**src/rtl/serial_alu_ctrl_pkg.sv**
```systemverilog
// Shared definitions for the bit-serial ALU controller: op codes, FSM states,
// slice select encoding and the op -> slice-control decode.
package serial_alu_pkg;

   localparam logic [2:0] OP_AND  = 3'd0;
   localparam logic [2:0] OP_OR   = 3'd1;
   localparam logic [2:0] OP_ADD  = 3'd2;
   localparam logic [2:0] OP_SUB  = 3'd3;
   localparam logic [2:0] OP_NOR  = 3'd4;
   localparam logic [2:0] OP_NAND = 3'd5;

   typedef enum logic [1:0] {
      ST_IDLE = 2'd0,
      ST_RUN  = 2'd1,
      ST_DONE = 2'd2
   } state_t;

   typedef enum logic [1:0] {
      SEL_AND = 2'd0,
      SEL_OR  = 2'd1,
      SEL_SUM = 2'd2
   } sel_t;

   typedef struct packed {
      logic ainvert;
      logic binvert;
      sel_t sel;
      logic arith;
   } slice_ctrl_t;

   // Codes 6 and 7 fall through to the AND default.
   function automatic slice_ctrl_t decode_op(input logic [2:0] op);
      slice_ctrl_t c;
      c = '{ainvert: 1'b0, binvert: 1'b0, sel: SEL_AND, arith: 1'b0};
      case (op)
         OP_OR:   c.sel = SEL_OR;
         OP_ADD:  begin c.sel = SEL_SUM; c.arith = 1'b1; end
         OP_SUB:  begin c.sel = SEL_SUM; c.arith = 1'b1; c.binvert = 1'b1; end
         OP_NOR:  begin c.ainvert = 1'b1; c.binvert = 1'b1; end
         OP_NAND: begin c.ainvert = 1'b1; c.binvert = 1'b1; c.sel = SEL_OR; end
         default: ;
      endcase
      return c;
   endfunction

   // SUB is a + ~b + 1, so its carry chain starts at 1.
   function automatic logic init_carry(input logic [2:0] op);
      return (op == OP_SUB);
   endfunction

endpackage

```
**src/rtl/serial_alu_ctrl_if.sv**
```systemverilog
// Request/result bundle for serial_alu_ctrl.
// Optional port ovf exists only when SERIAL_ALU_OVF_EN is defined.
interface serial_alu_ctrl_if #(parameter int WIDTH = 8);
   logic             start;
   logic [2:0]       op;
   logic [WIDTH-1:0] a;
   logic [WIDTH-1:0] b;
   logic             busy;
   logic             done;
   logic [WIDTH-1:0] result;
   logic             cout;
   logic             z;
`ifdef SERIAL_ALU_OVF_EN
   logic             ovf;

   modport master (output start, op, a, b, input busy, done, result, cout, z, ovf);
   modport slave  (input start, op, a, b, output busy, done, result, cout, z, ovf);
`else
   modport master (output start, op, a, b, input busy, done, result, cout, z);
   modport slave  (input start, op, a, b, output busy, done, result, cout, z);
`endif
endinterface

```
**src/rtl/serial_alu_ctrl_slice.sv**
```systemverilog
// Combinational 1-bit ALU slice: optional operand inversion, then AND/OR/full-add.
import serial_alu_pkg::*;

module alu_slice (
   input  logic i_a,
   input  logic i_b,
   input  logic i_ainvert,
   input  logic i_binvert,
   input  logic i_carryin,
   input  sel_t i_sel,
   output logic o_result,
   output logic o_cout
);
   logic w_a;
   logic w_b;

   assign w_a = i_a ^ i_ainvert;
   assign w_b = i_b ^ i_binvert;

   // select the slice output; carry is always the full-adder carry
   always_comb begin
      o_result = 1'b0;
      o_cout   = (w_a & w_b) | (w_a & i_carryin) | (w_b & i_carryin);
      case (i_sel)
         SEL_AND: o_result = w_a & w_b;
         SEL_OR:  o_result = w_a | w_b;
         SEL_SUM: o_result = w_a ^ w_b ^ i_carryin;
         default: o_result = 1'b0;
      endcase
   end
endmodule

```
**src/rtl/serial_alu_ctrl.sv**
```systemverilog
// Bit-serial ALU controller: captures a/b/op on start, runs WIDTH cycles
// through one alu_slice (LSB first), then pulses done with result/cout/z.
// Define SERIAL_ALU_OVF_EN to add the signed-overflow flag ovf.
//
// state   | meaning
// IDLE    | waiting for start; operands captured on acceptance
// RUN     | one bit per cycle through the slice, WIDTH cycles
// DONE    | done pulse for one cycle, back to IDLE
import serial_alu_pkg::*;

module serial_alu_ctrl #(
   parameter int WIDTH = 8
) (
   input  logic               clk,
   input  logic               rst_n,
   serial_alu_ctrl_if.slave   bus
);
   localparam int CW = (WIDTH > 1) ? $clog2(WIDTH) : 1;

   state_t           r_state;
   state_t           w_next;
   logic             w_load;
   logic             w_step;
   logic             w_last;
   logic             w_busy;
   logic             w_done;

   logic [WIDTH-1:0] r_a;
   logic [WIDTH-1:0] r_b;
   logic [2:0]       r_op;
   logic [CW-1:0]    r_cnt;
   logic             r_carry;
   logic [WIDTH-2:0] r_shift;
   logic [WIDTH-1:0] r_result;
   logic             r_cout;
   logic             r_z;
`ifdef SERIAL_ALU_OVF_EN
   logic             r_ovf;
`endif

   slice_ctrl_t      w_ctrl;
   logic             w_bit;
   logic             w_cout;
   logic [WIDTH-1:0] w_shift_next;

   assign w_ctrl       = decode_op(r_op);
   assign w_last       = (r_cnt == CW'(WIDTH - 1));
   assign w_shift_next = {w_bit, r_shift};

   alu_slice u_slice (
      .i_a       (r_a[0]),
      .i_b       (r_b[0]),
      .i_ainvert (w_ctrl.ainvert),
      .i_binvert (w_ctrl.binvert),
      .i_carryin (r_carry),
      .i_sel     (w_ctrl.sel),
      .o_result  (w_bit),
      .o_cout    (w_cout)
   );

   // state register
   always_ff @(posedge clk or negedge rst_n) begin
      if (!rst_n) r_state <= ST_IDLE;
      else        r_state <= w_next;
   end

   // next state and control strobes
   always_comb begin
      w_next = r_state;
      w_load = 1'b0;
      w_step = 1'b0;
      w_busy = 1'b0;
      w_done = 1'b0;
      case (r_state)
         ST_IDLE: begin
            if (bus.start) begin
               w_next = ST_RUN;
               w_load = 1'b1;
            end
         end
         ST_RUN: begin
            w_busy = 1'b1;
            w_step = 1'b1;
            if (w_last) w_next = ST_DONE;
         end
         ST_DONE: begin
            w_done = 1'b1;
            w_next = ST_IDLE;
         end
         default: w_next = ST_IDLE;
      endcase
   end

   // operand capture, serial datapath and result/flag update on the last bit
   always_ff @(posedge clk or negedge rst_n) begin
      if (!rst_n) begin
         r_a      <= '0;
         r_b      <= '0;
         r_op     <= '0;
         r_cnt    <= '0;
         r_carry  <= 1'b0;
         r_shift  <= '0;
         r_result <= '0;
         r_cout   <= 1'b0;
         r_z      <= 1'b0;
`ifdef SERIAL_ALU_OVF_EN
         r_ovf    <= 1'b0;
`endif
      end else if (w_load) begin
         r_a     <= bus.a;
         r_b     <= bus.b;
         r_op    <= bus.op;
         r_cnt   <= '0;
         r_carry <= init_carry(bus.op);
      end else if (w_step) begin
         r_a     <= r_a >> 1;
         r_b     <= r_b >> 1;
         r_shift <= w_shift_next[WIDTH-1:1];
         r_carry <= w_cout;
         r_cnt   <= w_last ? '0 : r_cnt + 1'b1;
         if (w_last) begin
            r_result <= w_shift_next;
            r_cout   <= w_ctrl.arith & w_cout;
            r_z      <= (w_shift_next == '0);
`ifdef SERIAL_ALU_OVF_EN
            // r_carry still holds the carry into the MSB here
            r_ovf    <= w_ctrl.arith & (r_carry ^ w_cout);
`endif
         end
      end
   end

   assign bus.busy   = w_busy;
   assign bus.done   = w_done;
   assign bus.result = r_result;
   assign bus.cout   = r_cout;
   assign bus.z      = r_z;
`ifdef SERIAL_ALU_OVF_EN
   assign bus.ovf    = r_ovf;
`endif

endmodule

```
**src/flat_wrapper.sv**
```systemverilog
// flat-port wrapper written by rule: the top's interface ports become plain ports
module serial_alu_ctrl_flat 
#(
   parameter int WIDTH = 8
)
  (clk, rst_n, bus_start, bus_op, bus_a, bus_b, bus_busy, bus_done, bus_result, bus_cout, bus_z);
  serial_alu_ctrl_if #(.WIDTH(WIDTH)) bus_i ();
  input  logic clk;
  input  logic rst_n;
  input wire logic [$bits(bus_i.start)-1:0] bus_start;
  input wire logic [$bits(bus_i.op)-1:0] bus_op;
  input wire logic [$bits(bus_i.a)-1:0] bus_a;
  input wire logic [$bits(bus_i.b)-1:0] bus_b;
  output wire logic [$bits(bus_i.busy)-1:0] bus_busy;
  output wire logic [$bits(bus_i.done)-1:0] bus_done;
  output wire logic [$bits(bus_i.result)-1:0] bus_result;
  output wire logic [$bits(bus_i.cout)-1:0] bus_cout;
  output wire logic [$bits(bus_i.z)-1:0] bus_z;
  assign bus_i.start = bus_start;
  assign bus_i.op = bus_op;
  assign bus_i.a = bus_a;
  assign bus_i.b = bus_b;
  assign bus_busy = bus_i.busy;
  assign bus_done = bus_i.done;
  assign bus_result = bus_i.result;
  assign bus_cout = bus_i.cout;
  assign bus_z = bus_i.z;
  serial_alu_ctrl #(.WIDTH(WIDTH)) u_core (.clk(clk), .rst_n(rst_n), .bus(bus_i));
endmodule
```
**config.mk**
```make
export PLATFORM = sky130hd
export DESIGN_NAME = serial_alu_ctrl_flat
export DESIGN_NICKNAME = d
export VERILOG_FILES = /design/src/rtl/serial_alu_ctrl_pkg.sv /design/src/rtl/serial_alu_ctrl_if.sv /design/src/rtl/serial_alu_ctrl_slice.sv /design/src/rtl/serial_alu_ctrl.sv /design/src/flat_wrapper.sv
export SDC_FILE = /design/constraint.sdc
export NUM_CORES = 1
export LEC_CHECK = 0
export ABC_AREA = 1
export BUFFER_PORTS_ARGS = -buffer_cell sky130_fd_sc_hd__buf_4
export CORE_MARGIN = 3
export CORE_UTILIZATION = 54
export DETAILED_ROUTE_END_ITERATION = 8
export HOLD_SLACK_MARGIN = 0.05
export PLACE_DENSITY = 0.81
export SLEW_MARGIN = 25
export SYNTH_ARGS = -nofsm -noshare
export SYNTH_HDL_FRONTEND = slang
export SYNTH_SLANG_ARGS = --single-unit
```
**constraint.sdc**
```tcl
create_clock -name clk -period 2.3 [get_ports clk]
set_clock_uncertainty 0.2 [all_clocks]
set_input_delay 0.46 -clock clk [delete_from_list [all_inputs] [get_ports clk]]
set_output_delay 0.46 -clock clk [all_outputs]
set_load 0.1 [all_outputs]
```
Word-level counts from Yosys, hierarchy flattened
Cells that the tools add are included.

cells by class
  mux-type cells = 21
  bitwise gates (word level) = 12
  reductions and logical operators = 11
  $add $sub $neg = 1
  equal/unequal tests = 13

operators by type and width
  cell                                                                      number
  8-bit 2-to-1 mux                                                          4
  3-bit by 2-bit equality test with 1-bit output (second input constant)    3
  3-bit equality test (second input constant)                               3
  1-bit 2-to-1 mux                                                          9
  3-bit 2-to-1 mux                                                          3
  8-bit zero test                                                           1
  2-bit one-hot mux with 2 select lines                                     2
  2-bit OR reduction                                                        3
  1-bit bitwise AND                                                         4
  2-bit by 1-bit equality test with 1-bit output (second input constant)    2
  2-bit equality test (second input constant)                               2
  2-bit zero test                                                           2
  2-bit 2-to-1 mux                                                          2
  2-bit AND reduction                                                       2
  1-bit XOR                                                                 4
  3-bit by 1-bit adder with 3-bit output (second input constant)            1
  3-bit by 1-bit equality test with 1-bit output (second input constant)    1
  1-bit OR                                                                  3
  1-bit one-hot mux with 3 select lines                                     1
  3-bit AND reduction                                                       1
  3-bit OR reduction                                                        1
  2-bit by 1-bit inequality test with 1-bit output (second input constant)  1
  2-bit inequality test (second input constant)                             1
  2-bit nonzero test                                                        1
  1-bit inverter                                                            1

word-level totals
  logic and storage cells = 68
  bits of input ports = 22
  bits in registers = 42
  output and inout port bits = 12

Longest topological paths before layout
Gate-level depths: netlist of the first run.

  depth in word-level cells = 9
  depth in mapped cells = 11
  depth with buffers taken out = 11

Hierarchy
From an unflattened synthesis of the first run, not the netlist that was laid out.

unflattened totals
  cells, all modules = 219
  area total of the unflattened synthesis = 1885.6 µm²

modules (own cells, without submodules)
  module           seq. area each (µm²)  cells each  area each (µm²)  instances
  serial_alu_ctrl  1051.0                205         1783.0           1
  alu_slice        0.0                   14          102.6            1

Worst setup path before layout of the first run
No wires, ideal clock.

  kind = register -> output
  from = register u_core.r_state[0]
  to = output bus_done
  data required time = 1.640 ns
  path slack = -0.072 ns
  buffers on the path = 0
  cell stages (with the launch flop) = 2
  arrival = 1.712 ns
  cell sequence = dfrtp_1 > nor2_1

on the way
  cells in the longest elaborated chain, start to end = 2

ends and longest elaborated chain
  item                      RTL line               text
  start: declaration        serial_alu_ctrl.sv:20  state_t r_state;
  start signal: assignment  serial_alu_ctrl.sv:64  else r_state <= w_next;
  2-bit equality test       serial_alu_ctrl.sv:74  case (r_state)
  1-bit 2-to-1 mux          serial_alu_ctrl.sv:74
  end: declaration          flat_wrapper.sv:15     output wire logic [$bits(bus_i.done)-1:0] bus_done;

No other way between the ends.

Final worst setup path of the first run
  from = register u_core.r_op[1]
  to = register u_core.r_z, in the netlist u_core.bus.z

on the way
  cells in the longest elaborated chain, start to end = 8
  elaborated cells on any way between the ends = 23
  classes of those cells = 7 x eq/ne; 4 x mux; 6 x bitwise; 6 x reduce/logical

ends and longest elaborated chain
  item                                                                                          RTL line                                                  text
  start: declaration                                                                            serial_alu_ctrl.sv:30                                     logic [2:0] r_op;
  start signal: assignment                                                                      serial_alu_ctrl.sv:112                                    r_op <= bus.op;
  3-bit by 2-bit equality test with 1-bit output / 3-bit equality test (equally long branches)  serial_alu_ctrl_pkg.sv:35                                 case (op)
  3-bit OR reduction (no line) / 2-bit OR reduction (equally long branches)                     -
  1-bit 2-to-1 mux                                                                              serial_alu_ctrl_pkg.sv:35
  1-bit XOR (on tied branches)                                                                  serial_alu_ctrl_slice.sv:18, serial_alu_ctrl_slice.sv:17
  1-bit XOR (2 in series)                                                                       serial_alu_ctrl_slice.sv:27                               SEL_SUM: o_result = w_a ^ w_b ^ i_carryin;
  1-bit one-hot mux with 3 select lines *                                                       serial_alu_ctrl_slice.sv:24                               case (i_sel)
  8-bit zero test *                                                                             serial_alu_ctrl.sv:124                                    r_z <= (w_shift_next == '0);
  end signal: assignment                                                                        serial_alu_ctrl.sv:124
  end: declaration                                                                              serial_alu_ctrl.sv:36                                     logic r_z;

Every way passes the cells marked *; elsewhere a longest branch is shown, timed or not.
A chain may end at the register's enable or synchronous reset.

==> results of run 1 <==
==> final cells by class <==
| cell class | instances | area share (%) |
|---|---|---|
| Sequential cell | 42 | 46.9 |
| Timing Repair Buffer | 37 | 12.5 |
| Clock buffer | 8 | 3.52 |
| Inverter | 18 | 3.01 |
| Multi-Input combinational cell | 138 | 31.6 |
| Tap cell | 44 | 2.46 |
==> power breakdown <==
part	internal, mW	leakage (nW)	total [mW]	switching, mW
logic	0.533	0.550	1.85	1.32
clock network	0.209	0.0446	0.436	0.227
registers	1.04	0.536	1.23	0.190
total	1.79	1.13	3.52	1.74
==> metrics by stage <==
step	total power [mW]	util [%]	hold slack (ns)	worst slack [ns]	cell area (µm²)
after floorplan	2.65	-	-0.0356	0.280	1860
after global placement	3.01	67.4	0.264	0.172	2140
after detailed placement	3.06	67.4	0.265	0.109	2140
after CTS	3.51	70.2	0.100	0.0810	2230
after global routing	3.79	70.6	0.0942	0.00230	2240
final	3.52	70.6	0.109	0.157	2240
==> path summary, 6_finish.rpt <==
check	to	slack (ns)	from	cells past startpoint
max in group asynchronous	u_core.r_cnt[2]	1.13	rst_n	2
max	u_core.bus.z	0.16	u_core.r_op[1]	11
min in group asynchronous	u_core.bus.result[1]	0.41	rst_n	2
min reg2reg	u_core.bus.cout	0.29	u_core.bus.cout	2
min	u_core.r_b[0]	0.11	bus_b[0]	3
max reg2reg	u_core.bus.z	0.16	u_core.r_op[1]	11
==> kinds of logic after synthesis <==
family,share of synthesized area (%)
buffers and inverters,5.52
DFF,56.6
AOI/OAI and AO/OA,10.1
xor gates and xnor gates,0.943
and+or+nand+nor,23.1
adders and majority gates,3.77
==> layer usage <==
| metal | up-vias | share of wire, % | track usage (%) |
|---|---|---|---|
| met5 | - | 0 | 0 |
| met1 | 671 | 48 | 26.5 |
| met3 | 8 | 3.7 | 4.51 |
| met2 | 27 | 46 | 27.6 |
| li1 | 731 | - | - |
| met4 | 0 | 2.3 | 11.1 |
==> worst reg2reg max path, stage by stage (launching register included) <==
cell	delay, ns
dfrtp_1	0.43
inv_1	0.09
nand2_1	0.10
o21ai_1	0.08
xnor2_1	0.20
inv_1	0.09
fa_1	0.50
nand3_1	0.10
nand2_1	0.10
nor2_2	0.05
nand3_1	0.06
nand2_1	0.05
==> registers in the layout, indices dropped and copies added, names as in the netlist <==
name,flops
u_core.r_state,2
u_core.r_op,3
u_core.bus.cout,1
u_core.r_carry,1
u_core.bus.z,1
u_core.bus.result,8
u_core.r_b,8
u_core.r_a,8
u_core.r_shift,7
u_core.r_cnt,3
==> cell usage in the layout, fill, tap and decap left out <==
| master | count |
|---|---|
| ha_1 | 4 |
| o211ai_1 | 2 |
| nor2_2 | 3 |
| a31oi_1 | 1 |
| xnor2_1 | 2 |
| nor2_4 | 1 |
| nand3_1 | 18 |
| buf_4 | 36 |
| inv_2 | 4 |
| inv_1 | 14 |
| fa_1 | 1 |
| o21ai_1 | 3 |
| clkbuf_8 | 3 |
| nor2_1 | 6 |
| nand2_1 | 73 |
| dlygate4sd3_1 | 1 |
| o21ai_0 | 11 |
| clkbuf_4 | 5 |
| nand2_2 | 1 |
| nand2_4 | 1 |
| o21ai_2 | 7 |
| a22o_1 | 4 |
| dfrtp_1 | 42 |
==> repair_timing <==
action | 4_1_cts | 5_1_grt
hold buffers | 1 | 0
setup endpoints to repair | 0 | 3
resized for setup | 0 | 4
setup buffers | 0 | 1
hold endpoints to repair | 42 | 0
==> results_dict.tcl, run 1 <==
set metrics [dict create \
    dpl.hpwl_mm 2.45 \
    routedWlPerCell_um 12.1 \
    ys_types 22 \
    hold_viol_final 0 \
    cpPeakStageDelay_ns 0.50 \
    synth_top_area_share_pct 56.6 \
    fp.coreArea_um2 3180 \
    finalSetupViolCount 0 \
    hold_path_class "in -> reg" \
    seqCellArea_um2 1050 \
    multiInputGateArea_um2 709 \
    power.leakage_nw 1.13 \
    grt_pass1_vias 1312 \
    crit_fanout 5 \
    antenna_cells 0 \
    nNetsFinal 269 \
    final_antenna_net_count 0 \
    place.gp.congestion 0.834 \
    synth_edf_count 0 \
    h-tree-depth 2 \
    drive_gt1_share_pct 25.1 \
    grt_pass1_wl_mm 6.00 \
    setup.worst_path.class "reg -> reg" \
    status "finished, final reports clean" \
    post-place-cells 277 \
    worstSkewPairLatency_ns 0.36 \
    via_per_inst 5.01 \
    start_util_pct 58.5 \
    startpoint_type "flop" \
    grt_overflow 0 \
    drtPass1Iterations 4 \
    path_cells "inv_1, nand2_1, o21ai_1, xnor2_1, inv_1, fa_1, nand3_1, nand2_1, nor2_2, nand3_1, nand2_1" \
    cpMostUsedCell "nand2_1" \
    cp_slowest_cell "fa_1" \
    fp.dieH_um 64.7 \
    ios 34 \
    seq_area_frac_synth_pct 56.6 \
    totalWireLength_mm 3.46 \
    yosys-top-cells-area "dfrtp_1, nand2_1, nand3_1" \
    yosys-top-cells-count "nand2_1, dfrtp_1, nand3_1" \
    slew_viol_final 0 \
    yosysMostFrequentCell "nand2_1" \
    dieArea_um2 4180 \
    setup_tns_ns 0 \
    portBuffers 33 \
    cts-root-buf "clkbuf_4" \
    slew-limit-headroom_pct 65.9 \
    cpLargestDelayFamily "adder cells" \
    ys_seq_elements 42 \
    max_freq_mhz 467 \
    worst_pin_slew_ns 0.511 \
    peakVddDrop_mv 0.910 \
    cp.buffers_inverters 2 \
    cts_buffer_depth 2 \
    instances_no_fill 287 \
    p_per_area_nw_per_um2 1570 \
    drv_cap 0 \
    critPathArrivalTime_ns 2.20 \
    rows 20 \
    nFillCells 257 \
    cts_tree "done" \
    drtIter0Drc 98 \
    worstPathRequired_ns 2.35 \
    path_clk_slew_ns 0.12 \
    drc_errors 0 \
    clkSinkCount 42 \
    cp-end-kind "flop" \
    grt_usage_pct 19.2 \
    syn_to_final_growth_pct 20.7 \
    async_flop_share_pct 100 \
    finalCritPeriodShare_pct 93.2 \
    syn-cell-area_um2 1860 \
    numCtsBuffers 5 \
    synth_flop_cell "dfrtp_1" \
    die_width_um 64.7 \
    vias 1437 \
    period_minus_slack_ns 2.14 \
    antenna_found_initial 0 \
    avgSynthCellArea_um2 9.11 \
    yosys_warnings 0 \
    synthCells 204 \
    grt_max_degree 43 \
    synthesis.nets 231 \
    yosys.area.top_type "dfrtp_1" \
    rsz0062_at_grt "false" \
]
(Power assumes the default switching activity.)
==> run 2, diff against run 1 <==
==> constraint.sdc (replaced) <==
create_clock -name clk -period 2.3 [get_ports clk]
set_clock_uncertainty 0.2 [all_clocks]
set_input_delay 0.115 -clock clk [delete_from_list [all_inputs] [get_ports clk]]
set_output_delay 0.115 -clock clk [all_outputs]
set_load 0.1 [all_outputs]
==> results_dict.tcl, run 2 (synthesis results as in run 1) <==
set metrics [dict create \
    status "finished, final reports clean" \
    drtIter0Drc 114 \
    instances_no_fill 306 \
    final_antenna_net_count 0 \
    nNetsFinal 288 \
    drtPass1Iterations 4 \
    grt_max_degree 43 \
    worstSkewPairLatency_ns 0.35 \
    finalCritPeriodShare_pct 93.9 \
    grt_pass1_wl_mm 6.92 \
    max_freq_mhz 463 \
    cpLargestDelayFamily "simple AND/OR/NAND/NOR gates" \
    place_ws_ns 0.0722 \
    final_common_cell "nand2_1" \
    post-place-cells 276 \
    setup_slack_ns 0.140 \
    slew-limit-headroom_pct 65.2 \
    cpMostUsedCell "nand2_1" \
    peakVddDrop_mv 0.798 \
    setup.worst_path.class "reg -> reg" \
    antenna_cells 0 \
    via_per_inst 5.10 \
    topRoutingLayerUsed "met4" \
    routedWlPerCell_um 13.2 \
    antenna_found_initial 0 \
    worstPathRequired_ns 2.39 \
    totalWireLength_mm 4.05 \
    portBuffers 33 \
    clkSinkCount 42 \
    finalInstanceArea_um2 2420 \
    finalSetupViolCount 0 \
    wl_met2_mm 2.04 \
    numCtsBuffers 5 \
    fp.dieH_um 64.7 \
    path_cells "inv_1, nand2_1, o21ai_1, xnor2_1, inv_1, fa_1, nand3_1, nand2_1, nor2_2, nand3_1, nand2_1" \
    period_minus_slack_ns 2.16 \
    dpl.hpwl_mm 2.46 \
    wl_met3_um 167 \
    setup_tns_ns 0 \
    dieArea_um2 4180 \
    fp.coreArea_um2 3180 \
    place_area_um2 2130 \
    cts-root-buf "clkbuf_4" \
    cp_slowest_cell "fa_1" \
    drc_errors 0 \
    crit_fanout 4 \
    wl_met1_mm 1.75 \
    cp.buffers_inverters 2 \
    hold_path_class "in -> async" \
    rows 20 \
    p_per_area_nw_per_um2 1440 \
    seqCellArea_um2 1050 \
    grt_pass1_vias 1517 \
    grt_overflow 0 \
    start_util_pct 58.5 \
    slew_viol_final 0 \
    nFillCells 222 \
    path_clk_slew_ns 0.12 \
    cp-end-kind "flop" \
    die_width_um 64.7 \
    drive_gt1_share_pct 21.4 \
    startpoint_type "flop" \
    place.gp.congestion 0.788 \
    grt_usage_pct 21.4 \
    power.leakage_nw 1.20 \
    cts_buffer_depth 2 \
    critPathArrivalTime_ns 2.25 \
    multiInputGateArea_um2 707 \
    cts_tree "done" \
    rsz0062_at_grt "false" \
    layout_common_cells "nand2_1, dfrtp_1, buf_4" \
    hold_viol_final 0 \
    worst_pin_slew_ns 0.522 \
    drv_cap 0 \
    h-tree-depth 2 \
    ios 34 \
    cpPeakStageDelay_ns 0.45 \
    vias 1561 \
    syn_to_final_growth_pct 30.0 \
]
[run 2: what timing repair did]
action,CTS,global route
setup endpoints to repair,0,3
setup buffers,0,0
hold endpoints to repair,63,0
hold buffers,22,0
resized for setup,0,2
[run 2: worst register-to-register path, delay by kind of cell, from the launching register on]
kind	cells	cell delay, ns
AO/OA/AOI/OAI	1	0.16
AND/OR/NAND/NOR	6	0.52
buffers and inverters	2	0.20
adder cells (fa/ha/maj)	1	0.45
XOR/XNOR	1	0.16
flip-flops	1	0.40
[run 2: routing by layer]
| layer | GRT usage (%) | vias up |
|---|---|---|
| li1 | - | 764 |
| met1 | 28.4 | 742 |
| met2 | 34.8 | 41 |
| met3 | 4.51 | 14 |
| met4 | 7.92 | 0 |
| met5 | 0 | - |
[run 2: metrics by stage]
| step | hold slack (ns) | utilization (%) | total power [mW] |
|---|---|---|---|
| final | 0.0781 | 76.0 | 3.48 |
| after global routing | 0.119 | 76.0 | 3.71 |
| after CTS | 0.0895 | 75.9 | 3.46 |
| after detailed placement | -0.0747 | 67.1 | 3.05 |
| after global placement | -0.0678 | 67.1 | 2.98 |
| after floorplan | -0.381 | - | 2.65 |
[run 2: worst paths after layout]
kind,endpoint,slack [ns],start,depth (start not counted)
max in group asynchronous,u_core.r_a[2],1.46,rst_n,2
worst max register to register,u_core.bus.z,0.14,u_core.r_op[2],11
worst min register to register,u_core.bus.result[5],0.29,u_core.bus.result[5],2
worst min-delay path,u_core.bus.result[1],0.08,rst_n,2
min in group clk,u_core.bus.result[5],0.29,u_core.bus.result[5],2
worst max-delay path,u_core.bus.z,0.14,u_core.r_op[2],11
[run 2: final cells by class]
class | count | share of cell area (%)
Sequential cell | 42 | 43.5
Multi-Input combinational cell | 138 | 29.3
Timing Repair Buffer | 56 | 19.7
Inverter | 18 | 2.80
Clock buffer | 7 | 2.28
Tap cell | 44 | 2.28
Clock inverter | 1 | 0.207
[run 2: where the power goes]
part | leakage (nW) | internal (mW) | switching, mW
Combinational | 0.631 | 0.532 | 1.33
Sequential | 0.536 | 1.04 | 0.194
Clock | 0.0353 | 0.148 | 0.232
Total | 1.20 | 1.72 | 1.76
